$ cat config.mk
export PLATFORM = sky130hd
export DESIGN_NAME = pipe_affine
export DESIGN_NICKNAME = d
export VERILOG_FILES = /design/src/rtl/pipe_affine_pkg.sv /design/src/rtl/pipe_affine_stage.sv /design/src/rtl/pipe_affine.sv
export SDC_FILE = /design/constraint.sdc
export NUM_CORES = 1
export LEC_CHECK = 0
export ABC_AREA = 0
export CAP_MARGIN = 30
export CORE_UTILIZATION = 30
export CTS_CLUSTER_DIAMETER = 100
export DETAILED_ROUTE_END_ITERATION = 16
export GPL_TIMING_DRIVEN = 0
export PLACE_DENSITY = 0.52
export SYNTH_ARGS = -nofsm -noshare
export SYNTH_HDL_FRONTEND = slang
export SYNTH_SLANG_ARGS = --single-unit
$ cat constraint.sdc
create_clock -name clk -period 3.04 [get_ports clk]
set_input_delay 0.456 -clock clk [delete_from_list [all_inputs] [get_ports clk]]
set_output_delay 0.456 -clock clk [all_outputs]
set_load 0.01 [all_outputs]
$ cat src/rtl/pipe_affine_pkg.sv
// Shared widths, W-bit signed limits and the sat/wrap narrowing used by pipe_affine.
// Narrowing works on a 128-bit signed container, so W may be at most 42.
package pipe_affine_pkg;

    localparam int MAX_IW = 128;

    typedef logic signed [MAX_IW-1:0] wide_t;

    // Full-precision internal width: X*CA is 2W, +CB is 2W+1, *CC is 3W+1, +CD is 3W+2.
    function automatic int iw_of(input int w);
        return 3 * w + 2;
    endfunction

    function automatic wide_t smax(input int w);
        return (wide_t'(1) <<< (w - 1)) - wide_t'(1);
    endfunction

    function automatic wide_t smin(input int w);
        return -(wide_t'(1) <<< (w - 1));
    endfunction

    function automatic logic is_ovf(input wide_t p, input int w);
        return (p > smax(w)) || (p < smin(w));
    endfunction

    // Caller keeps the low w bits; with sat clear that low-bit slice is the wrap result.
    function automatic wide_t narrow_y(input wide_t p, input int w, input logic sat);
        wide_t r;
        r = p;
        if (sat && is_ovf(p, w))
            r = (p < 0) ? smin(w) : smax(w);
        return r;
    endfunction

endpackage

$ cat src/rtl/pipe_affine_stage.sv
// One elastic pipeline slot: valid bit plus data, loaded when en, async-cleared by rst.
module pipe_stage #(
    parameter int DW = 8
) (
    input  logic          clk,
    input  logic          rst,
    input  logic          en,
    input  logic          v_in,
    input  logic [DW-1:0] d_in,
    output logic          v_out,
    output logic [DW-1:0] d_out
);

    always_ff @(posedge clk or posedge rst) begin
        if (rst) begin
            v_out <= 1'b0;
            d_out <= '0;
        end else if (en) begin
            v_out <= v_in;
            d_out <= d_in;
        end
    end

endmodule

$ cat src/rtl/pipe_affine.sv
// Three-stage elastic pipeline computing Y = (X*CA+CB)*CC+CD with overflow flag.
// Define PIPE_AFFINE_SAT_EN to clamp Y on overflow; otherwise Y wraps.
module pipe_affine
    import pipe_affine_pkg::*;
#(
    parameter int                  W  = 16,
    parameter logic signed [W-1:0] CA = W'(3),
    parameter logic signed [W-1:0] CB = W'(5),
    parameter logic signed [W-1:0] CC = W'(2),
    parameter logic signed [W-1:0] CD = W'(7)
) (
    input  logic                clk,
    input  logic                rst,
    input  logic                in_valid,
    output logic                in_ready,
    input  logic signed [W-1:0] X,
    output logic                out_valid,
    input  logic                out_ready,
    output logic signed [W-1:0] Y,
    output logic                ovf
);

    localparam int IW = iw_of(W);

`ifdef PIPE_AFFINE_SAT_EN
    localparam logic SAT = 1'b1;
`else
    localparam logic SAT = 1'b0;
`endif

    logic                 en1, en2, en3;
    logic                 v1, v2, v3;
    logic signed [IW-1:0] p1_n, p2_n, p3_n;
    logic signed [IW-1:0] s1_q, s2_q;
    logic signed [W-1:0]  y_n;
    logic                 ovf_n;
    logic        [W:0]    s3_q;

    // A stage may advance when it is empty or its successor advances.
    assign en3      = !v3 || out_ready;
    assign en2      = !v2 || en3;
    assign en1      = !v1 || en2;
    assign in_ready = en1 && !rst;

    // Every operand is sign-extended to IW before use, so nothing truncates.
    assign p1_n = IW'(X) * IW'(CA);
    assign p2_n = (s1_q + IW'(CB)) * IW'(CC);
    assign p3_n = s2_q + IW'(CD);

    assign ovf_n = is_ovf(wide_t'(p3_n), W);
    assign y_n   = W'(narrow_y(wide_t'(p3_n), W, SAT));

    pipe_stage #(.DW(IW)) u_s1 (
        .clk(clk), .rst(rst), .en(en1),
        .v_in(in_valid), .d_in(p1_n),
        .v_out(v1), .d_out(s1_q)
    );

    pipe_stage #(.DW(IW)) u_s2 (
        .clk(clk), .rst(rst), .en(en2),
        .v_in(v1), .d_in(p2_n),
        .v_out(v2), .d_out(s2_q)
    );

    pipe_stage #(.DW(W + 1)) u_s3 (
        .clk(clk), .rst(rst), .en(en3),
        .v_in(v2), .d_in({ovf_n, y_n}),
        .v_out(v3), .d_out(s3_q)
    );

    // Stage 3 may hold a stale bubble payload; outputs read zero unless valid.
    assign out_valid = v3;
    assign Y         = v3 ? s3_q[W-1:0] : '0;
    assign ovf       = v3 && s3_q[W];

endmodule

==> impl_results.md <==
* Outcome: finished, final reports clean
* CTS tree: yes
* Number of H-tree levels at 3
* Sum of routed wire length over all layers at 8.024 mm
* Net count reported at finish at 550
* Clock slew seen by the registers of the worst setup and hold paths at roughly 0.05 ns
* Synth Area in XOR/XNOR at 10.16%
* Number of synthesized register bits at 59
* PD cells at 716.9 nW/µm²
* Antenna violations before repair at 0
* Initial standard-cell utilization of the core at 30.73%
* Clock buffer count from CTS at 9
* Endpoint type of the worst setup path: output pin
* Wire per inst at 11.92 µm
* Finished layout cell area at 4850 µm²
* Number of maximum-capacitance constraint violations at 0
* Crit start category: primary input
* Worst vdd ir at 0.2912 mV
* Port Buf Inserts at 38
* Number of buffers inserted by post-CTS setup repair at 0
* Arrival time worst endpoint at 2.45 ns
* Power dissipated by switching net loads at 1.114 mW
* Mapped Avg Cell Area at roughly 8.7 µm²
* PnR Total Power at 3.477 mW
* Most instantiated cells after synthesis: sky130_fd_sc_hd__dfrtp_1 (59), sky130_fd_sc_hd__nor2_1 (59), sky130_fd_sc_hd__a21oi_1 (48), sky130_fd_sc_hd__nand2_1 (44), sky130_fd_sc_hd__ha_1 (33)
* Number of hold violations in the final report at 0
* Cell-by-cell listing of the critical path: clkdlybuf4s50_1, nor2b_1, and3_1, clkbuf_1, nor2_1, clkdlybuf4s50_1
* Power share of the combinational group at 31.1%
* Number of DRC markers in iteration 0 at 134
* Latest clock arrival within the worst-skew pair at about 0.33 ns
* Number of clock sinks at 59
* Buffer depth of the longest clock path at 2
* Clock root buffer: sky130_fd_sc_hd__clkbuf_16
* Most frequent cell on the critical path: sky130_fd_sc_hd__clkdlybuf4s50_1
* Via/cell ratio at 4.706
* Cell types occupying the most area after synthesis: sky130_fd_sc_hd__dfrtp_1 (38%), sky130_fd_sc_hd__ha_1 (11%), sky130_fd_sc_hd__a21oi_1 (6.2%)
* Hold-fix buffers at CTS at 0
* Routed via count at 3167
* Vert. Die Dim at between 100 and 150 µm
* Post-DP Area at 4493 µm²
* YS warnings at 0
* Switching part of the total at 32.05%
* Sequential group share of total power at 35.5%
* Final count of pins violating max slew at 0
* Site Rows at 41
* Final worst-path setup slack at roughly 0.13 ns
* Via count of the first global-routing pass at 3139
* Top cell type's share of synthesized area at 38.08%
* Adder-cell share of the synthesized area at 11.16%
* Detailed Routing Iterations Pass 1 at 4
* HP Class: flip-flop to flip-flop
* Ant diodes at 0
* Delay contributed by the slowest stage of the critical path at between 0.5 and 0.6 ns
* Combinational family with the most area after synthesis: simple AND/OR/NAND/NOR gates
* Fraction of final layout cells with drive strength greater than 1 at 5.190%
* Post-synth top area cell: sky130_fd_sc_hd__dfrtp_1
* Part of the power in the clock network at 33.5%
* Final setup TNS at 0 ns
* Simple-gate share of the synthesized area at 22.20%
* Drc violations at 0
* Top FF cell, synth: sky130_fd_sc_hd__dfrtp_1
* Final period util at 95.61%
* Dpl hpwl at between 6 and 7 mm
* Nets in the synthesized netlist at 500
* Final setup violation count at 0
* Max transition margin at 60.95%
* Worst slack, placed at -0.3342 ns
* Slew at the pin closest to its max-slew limit at 0.5804 ns
* All-Layer GR Usage at 13.59%
* Kind of critical path: primary input to output pin
* Share of cell area taken by muxes after synthesis at 0.2904%
* Post-route antenna net violation count at 0
* Lkg Pwr at 1.982 nW
* Internal Power at between 2 and 2.5 mW
* Maximum fanout along the worst path at 10
* EDFF count, synth at 0
* Routability Congestion at 0.8412
* Async set-reset flop share out of synthesis at between 90% and 100%
* Global-route wire length before repair at 14.42 mm
* Core area at 12620 µm²
* Synth Area in Compound Gates at 15.20%
* Ports at 39
* RSZ-0062 raised after global routing: false
* Horizontal extent of the die at 115.7 µm
* Full die area at 13380 µm²
* Cells after synthesis at 446
* Slowest stage cell, crit path: sky130_fd_sc_hd__clkdlybuf4s50_1
* Maximum number of pins on one net before global-route repair at 37
* Required @ worst endpoint at 2.58 ns
* Overflow left after global routing at 0
* Distinct cell type count of the synthesized netlist at 47
* Sequential-to-total area share from yosys stat at 38.08%
* Layout overhead on the synthesized area at 25.07%
* Final clock skew at 0.005867 ns
* Min cycle time layout at 2.906 ns
* Combined area of all synthesized cells at 3877 µm²
* Maximum operating frequency at 344.1 MHz
[timing repair]
action                                  CTS  global route
endpoints found under the setup margin    1             1
resized for setup                         1             1
gates cloned                              0             0
[metal layers]
layer	share of wire, %	global-route usage, %	vias to the layer above
met5	0	0	-
met4	1.6	4.444	0
met3	3.7	3.295	8
met2	45	22.16	57
met1	49	17.71	1432
li1	-	-	1670
[stage by stage]
stage | util [%] | instances | hold slack, ns
floorplan | - | 446 | 0.4259
global placement | 35.45 | 656 | 0.4441
detailed placement | 35.60 | 657 | 0.4566
CTS | 38.37 | 673 | 0.4705
global route | 38.43 | 673 | 0.4905
finish | 38.43 | 673 | 0.4614
[cell usage in the layout, fill, tap and decap left out, drive strengths merged, types with 4 or more instances in the layout]
cell type       n
nor4            8
a211oi          4
dfrtp          59
xor2           25
and2           16
nor2b           4
a21oi          48
xnor2          20
clkdlybuf4s50  38
buf             4
nand2b          8
nand2          44
o21ai          27
nor2           59
nand4           9
clkbuf         27
nand3          10
ha             33
inv            10
[cell families after synthesis]
| logic type | Yosys count |
|---|---|
| adders and majority gates | 34 |
| DFF | 59 |
| muxes | 1 |
| xor gates and xnor gates | 45 |
| AOI/OAI and AO/OA | 102 |
| and+or+nand+nor | 176 |
| buffers and inverters | 29 |
[power groups by stage]
stage | clock, mW | combinational, mW | sequential, mW
floorplan | 0 | 0.753 | 1.19
global placement | 0 | 1.07 | 1.23
detailed placement | 0 | 1.08 | 1.25
CTS | 1.20 | 1.09 | 1.24
global route | 1.22 | 1.24 | 1.28
finish | 1.16 | 1.08 | 1.23
[state kept, by name, indices dropped and copies added (netlist names)]
signal      flops
u_s3.v_out      1
u_s1.v_out      1
u_s2.d_out     20
u_s2.v_out      1
u_s3.d_out     17
u_s1.d_out     19
[critical path: cells and delay by family]
kind	cells	cell delay (ns)
buf+inv	3	1.39
simple gates	3	0.60
[layout make-up]
| class | instances | area (µm²) |
|---|---|---|
| multi-input combinational | 358 | 2302 |
| tap | 172 | 215.2 |
| clock inverter | 5 | 100.1 |
| buffer | 19 | 75.07 |
| fill | 1333 | 7770 |
| timing repair buffer | 39 | 400.4 |
| inverter | 10 | 37.54 |
| clock buffer | 11 | 242.7 |
| sequential | 59 | 1476 |
[path summary, 6_finish.rpt]
| check | slack [ns] | from | endpoint | depth (start not counted) |
|---|---|---|---|---|
| setup / recovery | 0.13 | out_ready | in_ready | 6 |
| hold / removal | 0.46 | u_s3.d_out[0]$_DFFE_PP0P_ | u_s3.d_out[0]$_DFFE_PP0P_ | 1 |
| setup reg to reg | 0.48 | u_s2.d_out[1]$_DFFE_PP0P_ | u_s3.d_out[16]$_DFFE_PP0P_ | 9 |
| hold reg to reg | 0.46 | u_s3.d_out[0]$_DFFE_PP0P_ | u_s3.d_out[0]$_DFFE_PP0P_ | 1 |
| max in group asynchronous | 1.94 | rst | u_s3.d_out[6]$_DFFE_PP0P_ | 3 |
| min in group asynchronous | 0.53 | rst | u_s1.d_out[5]$_DFFE_PP0N_ | 2 |
Power figures use the tool's default switching activity.
